**src/rtl/branch_resolve_unit_pkg.sv**
```systemverilog
// Shared CPU definitions for branch prediction and resolution.
// The bType encoding is common to the predictor and the resolve unit.
package branch_resolve_unit_pkg;

    localparam logic [1:0] BT_OTHER = 2'b00;
    localparam logic [1:0] BT_JAL   = 2'b01;
    localparam logic [1:0] BT_BR    = 2'b10;

    typedef struct packed {
        logic        valid;
        logic [31:0] pc;
        logic        pTaken;
        logic [31:0] pTarget;
    } pred_slot_t;

endpackage

```
**src/rtl/br_pred_pipe.sv**
```systemverilog
// Two-stage IF/ID -> ID/EX shadow register for the fetch-time prediction.
// Advances on adv_i; a squash at the same edge turns both slots into bubbles.
module br_pred_pipe
    import branch_resolve_unit_pkg::*;
(
    input  logic       clk_i,
    input  logic       rst_ni,
    input  logic       adv_i,
    input  logic       squash_i,
    input  pred_slot_t if_slot_i,
    output pred_slot_t id_slot_o,
    output pred_slot_t ex_slot_o
);

    pred_slot_t id_q, id_d;
    pred_slot_t ex_q, ex_d;

    always_comb begin
        id_d = id_q;
        ex_d = ex_q;
        if (adv_i) begin
            id_d = if_slot_i;
            ex_d = id_q;
            // Squash wins over the instruction being fetched this edge.
            if (squash_i) begin
                id_d.valid = 1'b0;
                ex_d.valid = 1'b0;
            end
        end
    end

    always_ff @(posedge clk_i or negedge rst_ni) begin
        if (!rst_ni) begin
            id_q <= '0;
            ex_q <= '0;
        end else begin
            id_q <= id_d;
            ex_q <= ex_d;
        end
    end

    assign id_slot_o = id_q;
    assign ex_slot_o = ex_q;

endmodule

```
**src/rtl/branch_resolve_unit.sv**
```systemverilog
// Resolves the EX-stage branch against its carried prediction, drives the
// predictor update bus and redirect/flush, and keeps branch/mispredict counters.
module branch_resolve_unit
    import branch_resolve_unit_pkg::*;
#(
    parameter int unsigned CNT_WIDTH = 32
) (
    input  logic                 clk,
    input  logic                 rst,
    input  logic                 IF_DONE,
    input  logic                 MEM_DONE,
    input  logic [31:0]          IF_PC,
    input  logic                 IF_pTaken,
    input  logic [31:0]          IF_pTarget,
    input  logic [1:0]           EX_bTypeIn,
    input  logic                 EX_cond,
    input  logic [31:0]          EX_imm,
    output logic [1:0]           EX_bType,
    output logic                 EX_rTaken,
    output logic [31:0]          EX_PC,
    output logic [31:0]          EX_bTarget,
    output logic                 redirect,
    output logic [31:0]          redirect_PC,
    output logic                 flush,
    output logic [CNT_WIDTH-1:0] br_cnt,
    output logic [CNT_WIDTH-1:0] miss_cnt
);

    logic       adv;
    pred_slot_t if_slot, id_slot, ex_slot;
    logic [1:0] bt_dec;
    logic [31:0] target, seq_pc;
    logic [CNT_WIDTH-1:0] br_cnt_q, br_cnt_d, miss_cnt_q, miss_cnt_d;

    assign adv = IF_DONE && MEM_DONE;

    assign if_slot = '{valid: 1'b1, pc: IF_PC, pTaken: IF_pTaken, pTarget: IF_pTarget};

    br_pred_pipe u_pipe (
        .clk_i     (clk),
        .rst_ni    (rst),
        .adv_i     (adv),
        .squash_i  (redirect),
        .if_slot_i (if_slot),
        .id_slot_o (id_slot),
        .ex_slot_o (ex_slot)
    );

    // Encoding 11 is not a control transfer.
    assign bt_dec = (EX_bTypeIn == BT_JAL || EX_bTypeIn == BT_BR) ? EX_bTypeIn : BT_OTHER;
    assign target = ex_slot.pc + EX_imm;
    assign seq_pc = ex_slot.pc + 32'd4;

    always_comb begin
        EX_bType    = BT_OTHER;
        EX_rTaken   = 1'b0;
        EX_PC       = '0;
        EX_bTarget  = '0;
        redirect    = 1'b0;
        redirect_PC = '0;
        if (ex_slot.valid) begin
            EX_bType   = bt_dec;
            EX_PC      = ex_slot.pc;
            EX_bTarget = target;
            case (bt_dec)
                BT_BR: begin
                    EX_rTaken = EX_cond;
                    redirect  = (ex_slot.pTaken != EX_cond) ||
                                (ex_slot.pTaken && EX_cond && ex_slot.pTarget != target);
                end
                BT_JAL: begin
                    EX_rTaken = 1'b1;
                    redirect  = !ex_slot.pTaken || (ex_slot.pTarget != target);
                end
                default: begin
                    EX_rTaken = 1'b0;
                    redirect  = ex_slot.pTaken;
                end
            endcase
            redirect_PC = EX_rTaken ? target : seq_pc;
        end
    end

    assign flush = redirect;

    always_comb begin
        br_cnt_d   = br_cnt_q;
        miss_cnt_d = miss_cnt_q;
        if (adv) begin
            if (ex_slot.valid && bt_dec != BT_OTHER) begin
                br_cnt_d = br_cnt_q + CNT_WIDTH'(1);
            end
            if (redirect) begin
                miss_cnt_d = miss_cnt_q + CNT_WIDTH'(1);
            end
        end
    end

    always_ff @(posedge clk or negedge rst) begin
        if (!rst) begin
            br_cnt_q   <= '0;
            miss_cnt_q <= '0;
        end else begin
            br_cnt_q   <= br_cnt_d;
            miss_cnt_q <= miss_cnt_d;
        end
    end

    assign br_cnt   = br_cnt_q;
    assign miss_cnt = miss_cnt_q;

endmodule

```
**config.mk**
```make
export PLATFORM = sky130hd
export DESIGN_NAME = branch_resolve_unit
export DESIGN_NICKNAME = d
export VERILOG_FILES = /design/src/rtl/branch_resolve_unit_pkg.sv /design/src/rtl/br_pred_pipe.sv /design/src/rtl/branch_resolve_unit.sv
export SDC_FILE = /design/constraint.sdc
export NUM_CORES = 1
export LEC_CHECK = 0
export ABC_AREA = 1
export CAP_MARGIN = 20
export CORE_MARGIN = 4
export CORE_UTILIZATION = 55
export CTS_CLUSTER_DIAMETER = 50
export DETAILED_ROUTE_END_ITERATION = 7
export PLACE_DENSITY = 0.91
export SLEW_MARGIN = 20
export SYNTH_ARGS = -nofsm -noshare
export SYNTH_HDL_FRONTEND = slang
export SYNTH_SLANG_ARGS = --single-unit
```
**constraint.sdc**
```tcl
create_clock -name clk -period 13.45 [get_ports clk]
set_clock_uncertainty 0.05 [all_clocks]
set_input_delay 3.3625 -clock clk [delete_from_list [all_inputs] [get_ports clk]]
set_output_delay 3.3625 -clock clk [all_outputs]
set_load 0.02 [all_outputs]
```
==> metrics.txt, run 1 <==
outcome complete, no violations; Worst path max stage delay 0.54 ns; DR vias about 14,000; Lkg Pwr 8.717 nW; Seq cells post-synth 196; VDD IR-drop max 0.1032 mV; MaxCap Viol Count 0; Clk pin slew, worst setup/hold paths ~0.09 ns; RSZ-0062 raised after global routing false; Net count, final approximately 2,300; PnR worst setup slack 2.208 ns; CTS Buffer Depth 2; Distinct cells, synth 48; Total Power 2.199 mW; crit end category output pin; Worst path most repeated cell nand2_1; post-layout util 0.7124; Fin Setup TNS 0 ns; Clock Root Buffer clkbuf_16; post-cts sizing count 0; # H-tree levels 4; Most used DFF post-synth dfrtp_1; final hold slack 0.4170 ns; slowest cell on the critical path clkdlybuf4s50_1; GRT overflow 0; Final Max Tran Viols 0; Antenna diodes 0; Top delay family on crit path simple AND/OR/NAND/NOR gates; routed length per instance 18.97 um; post-synth net total roughly 2,100; CORE AREA 0.02347 mm2; vias in the first global route 13,839; Inserted Clock Buffers 17; initial core utilization 0.5596; post-CTS setup buffer count 0; Die Height between 150 and 200 um; post-synthesis cell type with the largest combined area dfrtp_1; CTS tree built; CP arrival 7.83 ns; Area Growth Syn to Fin 27.29%; post-route cell area 0.01672 mm2; DR pass1 iterations 6; dpl cells 2,489; top cells by area, synth dfrtp_1 37%, nand2_1 21%, inv_1 8.3%; DRC viols 0; final worst path period share 0.8358; post-route ant nets 0; fin crit period roughly 11 ns; Syn Inst Count slightly below 2,000; overall routed net length approximately 48,000 um; post-detail-place hpwl 37,060 um; clock latency on the worst-skew pair 0.45 ns; Vias per Instance 5.575; worst-path cell chain clkdlybuf4s50_1 > ha_1 > inv_1 > fa_1 > inv_1 > nand3_1 > nand3_1 > nand2_1 > nand3_2 > nand2_1 > nand3_1 > nand2_1 > nand2_1 > nand2_1 > nor2_1 > nand2_1 > nor2_1 > nand4_1 > a21oi_1 > nand2_2 > nand2_1 > inv_1 > clkdlybuf4s50_1; Worst EP required 10.04 ns; filler instances 1,907; global-route wire length before repair 74,590 um; # rows 56; DR iter-0 viols ~1,600; Rel. slew slack 0.2972; die area 0.02642 mm2; Max Fclk 0.08895 GHz; Worst Hold Class reg2reg; synthesized cell area 0.01314 mm2; final non-filler cell total ~2,500; crit path kind in2out; IO buf count 268; Syn Area/Cell approximately 6.7 um2; Hold Fails Final Rpt 0; CP Max Fanout 35; yosys warns 0; Seq/Total Area, Yosys 0.3734; commonest non-fill, non-tap cell in the layout nand2_1; GPL Wtd Cong 1.023; final setup vio count 0; largest net degree at the start of global routing 115; Setup crit start kind primary input; Ports 269; initial antenna violation count 0; Place WS 2.291 ns; number of synthesized flops with an enable pin 0; Post-DP Area about 0.016 mm2; Buf/Inv on CP 5; most frequent cells in the layout 743 x nand2_1, 292 x inv_1, 267 x clkdlybuf4s50_1; clock sink count between 150 and 200; share of layout cells above drive strength 1 0.04133; share of Yosys cell area claimed by the top area cell type 0.3734; Die W 162.5 um; Worst-Margin Slew 1.054 ns; hold_buf cts 0; GRT Total Usage 0.3587; pwr dens around 130 mW/mm2; asr flop ratio synth 1.000
kinds of logic (layout without fill, tap and decap cells):
kind of cell / after synthesis / count (layout) / share of synthesized area
AOI/OAI and AO/OA: 167 / 167 / 0.06868
xor gates and xnor gates: 81 / 81 / 0.05724
adders and majority gates: 39 / 39 / 0.03772
buffers and inverters: 354 / 608 / 0.1035
DFF: 196 / 196 / 0.3734
muxes: 1 / 1 / 0.0008572
and+or+nand+nor: 1110 / 1110 / 0.3586
cell type report:
class                           instances  area, um2  share of cell area
Multi-Input combinational cell       1398       6879              0.4114
Sequential cell                       196       4905              0.2933
Timing Repair Buffer                  275       2743              0.1640
Inverter                              301       1132             0.06772
Clock buffer                           17      425.4             0.02544
Tap cell                              319      399.1             0.02387
Clock inverter                         15      237.7             0.01422
tightest hold or removal path, cell delays in order, from the launching register on:
cell,delay (ns)
dfrtp_1,0.35
nand2_1,0.05
nand2_1,0.05
routing by layer:
metal / routed length [um] / up-vias / track usage
met5: 0 / - / 0
met3: 4229 / 136 / 0.07239
met1: 18530 / 6627 / 0.4502
li1: - / 6546 / -
met4: 1823 / 0 / 0.1300
met2: 23240 / 745 / 0.6175
registers in the layout (all words and copies together), names as in the netlist:
name	flops
u_pipe.id_slot_o	66
miss_cnt	32
br_cnt	32
u_pipe.ex_slot_o	66
where the power goes:
part | internal, mW | total, mW | switching, mW | leakage [nW]
registers | 0.655 | 0.738 | 0.0838 | 2.51
clock network | 0.270 | 0.578 | 0.308 | 0.320
logic | 0.326 | 0.883 | 0.557 | 5.89
total | 1.25 | 2.20 | 0.949 | 8.72
final timing paths:
kind                                   endpoint            startpoint  slack (ns)  cells past startpoint
max                                       flush             EX_imm[0]        2.21                     23
min reg2reg                u_pipe.ex_slot_o[62]  u_pipe.id_slot_o[62]        0.42                      2
max in group asynchronous  u_pipe.ex_slot_o[59]                   rst        9.08                      2
max reg2reg                        miss_cnt[23]  u_pipe.ex_slot_o[52]        9.08                     19
min                        u_pipe.ex_slot_o[62]  u_pipe.id_slot_o[62]        0.42                      2
min in group asynchronous          miss_cnt[14]                   rst        3.00                      1
Yosys cell counts, types with 8 or more instances:
library cell and n:
nor2_2 17, ha_1 38, o22ai_1 11, nand2_1 743, a21oi_1 41, dfrtp_1 196, nand2_2 11, nor2_1 129
nor4_1 9, nor3_1 32, clkbuf_1 37, inv_1 292, xor2_1 54, xnor2_1 24, nand3b_1 9, nand3_1 93
o21ai_0 93, nand4_1 50, buf_1 8
No activity file was read; power rests on OpenSTA's default activity.
==> run 2: changes to the inputs <==
Settings changed: CORE_UTILIZATION 55 to 53, PLACE_DENSITY 0.91 to 0.88.
Clock period 13.45 ns to 10.7 ns, I/O delays scaled along.
==> run 2 against run 1 <==
  * Flip-flop and latch count unchanged
  * Cell area unchanged
  * Largest cell class unchanged
  * Power increased by 25%
  * Critical path type unchanged
==> metrics.txt, run 2 (synthesis gave the netlist of run 1 again) <==
post-CTS setup buffer count 0 (unchanged); DRC viols 0 (unchanged); Buf/Inv on CP 6 (+1); post-cts sizing count 0 (unchanged); final worst path period share 0.8871; final non-filler cell total 2,529 (+0.32%); Global Route met3 Usage 0.07669 (+0.004307); GPL Wtd Cong 1.053 (+2.9%); # rows 57 (+1.8%); routed length per instance 18.27 um (-3.7%); crit path kind in2out; overall routed net length 46,200 um (-3.4%); GRT Total Usage 0.3355 (-0.02316); CORE AREA 0.02432 mm2 (+3.6%); # H-tree levels 4 (unchanged); slowest cell on the critical path clkdlybuf4s50_1; RR Endpoint miss_cnt[2]; CTS tree built; Rel. slew slack 0.2863 (-0.01081); clock latency on the worst-skew pair 0.45 ns (about the same); die area 0.02737 mm2 (+3.6%); DR iter-0 viols 1,241 (-20%); Inserted Clock Buffers 17 (unchanged); initial antenna violation count 1 (+1); CP Max Fanout 35 (unchanged); Worst EP required 7.98 ns (-2.06 ns); Net count, final 2,334 (+0.086%); Lkg Pwr 8.717 nW (about the same); M1 GR Usage 0.4287 (-0.02153); initial core utilization 0.5402 (-0.01949); Hold Fails Final Rpt 0 (unchanged); Top delay family on crit path simple AND/OR/NAND/NOR gates; GRT overflow 0 (unchanged); fin crit period roughly 9.5 ns; Clk pin slew, worst setup/hold paths 0.09 ns (about the same); CTS Buffer Depth 2 (unchanged); Worst path max stage delay 0.53 ns (about the same); Die Height 165.4 um (+1.8%); Max Fclk ~0.11 GHz; IO buf count 268 (unchanged); Fin Setup TNS 0 ns (unchanged); post-route cell area 0.01672 mm2 (unchanged); worst-path cell chain clkdlybuf4s50_1 > ha_1 > inv_1 > fa_1 > inv_1 > nand3_1 > nand3_1 > nand2_1 > nand3_2 > nand2_1 > nand3_1 > nand2_1 > nand2_1 > nand2_1 > nor2_1 > nand2_1 > nor2_1 > nand4_1 > a21oi_1 > nand2_2 > buf_4 > nand2_1 > inv_1 > clkdlybuf4s50_1; clock sink count 196 (unchanged); most frequent cells in the layout 743 x nand2_1, 292 x inv_1, 267 x clkdlybuf4s50_1; dpl cells 2,496 (+0.28%); commonest non-fill, non-tap cell in the layout nand2_1; Area Growth Syn to Fin 27.29% (unchanged); Clock Root Buffer clkbuf_16; R2R cell count 22 (+3); Worst path most repeated cell nand2_1; Vias per Instance 5.462 (-2.0%); outcome complete, no violations; CP arrival 6.77 ns (-1.06 ns); MaxCap Viol Count 0 (unchanged); hold path depth 2 (unchanged); RSZ-0062 raised after global routing false; crit end category output pin; Final Max Tran Viols 0 (unchanged); Ports 269 (unchanged); Worst R2R Setup Slack 6.67 ns (-2.41 ns); DR pass1 iterations 5 (-1); Hold Crit Endpoint u_pipe.ex_slot_o[55]; VDD IR-drop max 0.09434 mV (-8.6%); grt met2 use 0.5546 (-0.06290); Post-DP Area 0.01608 mm2 (+0.13%); share of layout cells above drive strength 1 0.04220 (+0.0008699); largest net degree at the start of global routing 120 (+4.3%); Worst-Margin Slew 1.070 ns (+0.01622 ns); global-route wire length before repair 71,430 um (-4.2%); Worst Hold Class reg2reg; global route hottest layer met2; DR vias 13,813 (-1.7%); Hold Crit Start u_pipe.id_slot_o[55]; Die W 165.4 um (+1.8%); reg2reg start u_pipe.ex_slot_o[62]; vias in the first global route 13,232 (-4.4%); Setup crit start kind primary input; hold_buf cts 0 (unchanged); post-route ant nets 0 (unchanged); post-detail-place hpwl 35,720 um (-3.6%); pwr dens 163.9 mW/mm2 (+25%); final setup vio count 0 (unchanged)
## run 2: routing by layer
layer,up-vias,part of all wire
li1,6554,-
met4,2,0.044
met5,-,0.00028
met3,129,0.091
met1,6470,0.40
met2,658,0.47
## run 2: area by class of cell
type                       count  area (um2)
antenna                        1       2.502
timing repair buffer         277        2754
multi-input combinational   1398        6879
clock buffer                  17       425.4
fill                        2066        7599
sequential                   196        4905
clock inverter                15       217.7
tap                          324       405.4
inverter                     301        1132
## run 2: tightest hold or removal path, delay by kind of cell, from the launching register on
family,cells,cell delay [ns]
DFF,1,0.36
and+or+nand+nor,2,0.10
## run 2: stage by stage
| stage | util | power, mW | setup slack [ns] | hold WS [ns] |
|---|---|---|---|---|
| 2_1_floorplan | - | 1.547 | 2.887 | 0.3922 |
| 3_3_place_gp | 0.6610 | 2.000 | 1.293 | 0.4004 |
| 3_5_place_dp | 0.6610 | 2.015 | 1.211 | 0.4050 |
| 4_1_cts | 0.6875 | 2.732 | 1.204 | 0.4327 |
| 5_1_grt | 0.6875 | 2.883 | 0.9041 | 0.4525 |
| 6_report | 0.6876 | 2.740 | 1.208 | 0.4308 |
## run 2: worst max-delay path by stage
stage                         start  endpoint  slack [ns]  cells after the start
after floorplan           EX_imm[0]  redirect        2.89                     22
after global placement    EX_imm[0]     flush        1.29                     24
after detailed placement  EX_imm[0]     flush        1.21                     24
after CTS                 EX_imm[0]     flush        1.20                     24
after global routing      EX_imm[0]     flush        0.90                     24
final                     EX_imm[0]     flush        1.21                     24
## run 2: power breakdown
part | switching [mW] | internal (mW) | total (mW) | leakage, nW
Clock | 0.366 | 0.350 | 0.716 | 0.312
Sequential | 0.101 | 0.823 | 0.924 | 2.51
Combinational | 0.690 | 0.411 | 1.10 | 5.89
Total | 1.16 | 1.58 | 2.74 | 8.72
==> run 3: changes to the inputs <==
Settings changed: CORE_UTILIZATION 53 to 50, PLACE_DENSITY 0.88 to 0.84.
==> run 3 against run 2 <==
  * The run now ends with design-rule violations left
  * Final cell count increased by 0.40%
  * Clock power decreased by 8.0%
  * Power decreased by 2.1%
  * Via count decreased by 0.80%
  * First-iteration DRC count decreased by 3.8%
  * Critical path depth unchanged
  * Cell area decreased by 0.16%
  * Clock-buffer cell count unchanged
  * Hold slack got worse by 0.020 ns
  * Die area increased by 5.7%
  * Worst setup slack improved by 0.019 ns
==> metrics.txt, run 3 (synthesis gave the netlist of run 1 again) <==
Worst-Margin Slew 0.9954 ns (-0.07512 ns); Ports 269 (unchanged); Setup crit start kind primary input; CP Max Fanout 35 (unchanged); M1 GR Usage 0.3895 (-0.03920); post-route ant nets 0 (unchanged); CORE AREA 0.02598 mm2 (+6.8%); vias in the first global route 13,380 (+1.1%); DR vias 13,702 (-0.80%); pwr dens 160.6 mW/mm2 (-2.0%); post-cts sizing count 0 (unchanged); crit end category output pin; Clk pin slew, worst setup/hold paths 0.10 ns (about the same); Die Height 170.1 um (+2.8%); global route hottest layer met2; failing checks design-rule violations; filler instances 2,355 (+14%); Net count, final 2,334 (unchanged); overall routed net length 45,010 um (-2.6%); DR pass1 iterations 8 (+3); die area 0.02893 mm2 (+5.7%); share of layout cells above drive strength 1 0.04220 (unchanged); Fin Setup TNS 0 ns (unchanged); Rel. slew slack 0.3364 (+0.05008); initial antenna violation count 0 (-1); Inserted Clock Buffers 17 (unchanged); Max Fclk 0.1056 GHz (+0.20%); outcome finished, violations left; routed length per instance 17.73 um (-2.9%); hold_buf cts 0 (unchanged); most frequent cells in the layout 743 x nand2_1, 292 x inv_1, 267 x clkdlybuf4s50_1; VDD IR-drop max 0.1172 mV (+24%); largest net degree at the start of global routing 124 (+3.3%); post-detail-place hpwl 35,170 um (-1.6%); crit path kind in2out; Lkg Pwr 8.700 nW (-0.20%); grt met2 use 0.5201 (-0.03445); Clock Root Buffer clkbuf_16; fin crit period 9.473 ns (-0.01902 ns); Global Route met3 Usage 0.06690 (-0.009795); CTS Buffer Depth 2 (unchanged); clock latency on the worst-skew pair 0.45 ns (about the same); GRT overflow 0 (unchanged); global-route wire length before repair 70,490 um (-1.3%); Worst EP required 7.98 ns (about the same); MaxCap Viol Count 0 (unchanged); GPL Wtd Cong 1.043 (-0.86%); initial core utilization 0.5055 (-0.03462); # rows 59 (+3.5%); commonest non-fill, non-tap cell in the layout nand2_1; final setup vio count 0 (unchanged); DRC viols 20 (+20); PnR worst setup slack 1.227 ns (+0.01902 ns); CTS tree built; Antenna diodes 0 (-1); CP arrival 6.75 ns (-0.02 ns); Worst Hold Class reg2reg; Hold Fails Final Rpt 0 (unchanged); final worst path period share 0.8853 (-0.001778); clock sink count 196 (unchanged); post-layout util 0.6425 (-0.04508); # H-tree levels 4 (unchanged); Die W 170.1 um (+2.8%); Final Max Tran Viols 0 (unchanged); IO buf count 268 (unchanged); post-CTS setup buffer count 0 (unchanged); DR iter-0 viols 1,194 (-3.8%); RSZ-0062 raised after global routing false; Place WS 1.262 ns (+0.05118 ns); GRT Total Usage 0.3065 (-0.02909); Vias per Instance 5.397 (-1.2%); Area Growth Syn to Fin 27.09%
[run 3: changes by cell type in the layout (fill, tap and decap cells not counted)]
cell and change:
inv_12 -4, clkinv_2 +1, inv_6 +3, diode_2 -1, bufinv_16 -1, clkinv_8 +3
inv_8 -2
[run 3: area by class of cell]
type                            instances  area, um2  share of cell area
Multi-Input combinational cell       1398       6879              0.4121
Sequential cell                       196       4905              0.2938
Timing Repair Buffer                  277       2754              0.1650
Clock inverter                         15      180.2             0.01079
Tap cell                              335      419.2             0.02511
Clock buffer                           17      425.4             0.02548
Inverter                              301       1132             0.06783
[run 3: report_power, final]
group	internal [mW]	switching (mW)	total, mW
registers	0.823	0.0967	0.920
logic	0.410	0.692	1.10
clock network	0.318	0.342	0.659
[run 3: worst paths after layout]
| kind | from | to | slack, ns | cells past startpoint |
|---|---|---|---|---|
| worst max-delay path | EX_imm[0] | redirect | 1.23 | 24 |
| worst min-delay path | u_pipe.id_slot_o[59] | u_pipe.ex_slot_o[59] | 0.41 | 2 |
| worst max register to register | u_pipe.ex_slot_o[33] | miss_cnt[22] | 6.81 | 23 |
| worst min register to register | u_pipe.id_slot_o[59] | u_pipe.ex_slot_o[59] | 0.41 | 2 |
| max in group asynchronous | rst | u_pipe.id_slot_o[44] | 6.73 | 2 |
| min in group asynchronous | rst | miss_cnt[18] | 2.30 | 1 |
[run 3: per-stage QoR]
stage	hold slack [ns]	instance area (um2)	power, mW	instances
floorplan	0.3922	13140	1.547	1948
global placement	0.4000	16090	1.999	2507
detailed placement	0.4049	16090	2.018	2507
CTS	0.4134	16690	2.681	2539
global route	0.4499	16690	2.832	2539
finish	0.4108	16690	2.681	2539
[run 3: routing by layer]
metal	vias to the layer above	wire length, um	share of wire
li1	6546	-	-
met1	6416	17970	0.40
met2	639	21720	0.48
met3	101	3806	0.085
met4	0	1517	0.034
met5	-	0	0
[run 3: worst max-delay path, stage by stage]
cell,delay (ns)
clkdlybuf4s50_1,0.46
ha_1,0.24
inv_1,0.08
fa_1,0.41
inv_1,0.12
nand3_1,0.07
nand3_1,0.14
nand2_1,0.09
nand3_2,0.12
nand2_1,0.10
nand3_1,0.10
nand2_1,0.14
nand2_1,0.09
nand2_1,0.04
nor2_1,0.10
nand2_1,0.09
nor2_1,0.30
nand4_1,0.15
a21oi_1,0.18
nand2_2,0.05
buf_4,0.25
nand2_1,0.14
inv_1,0.06
clkdlybuf4s50_1,0.53
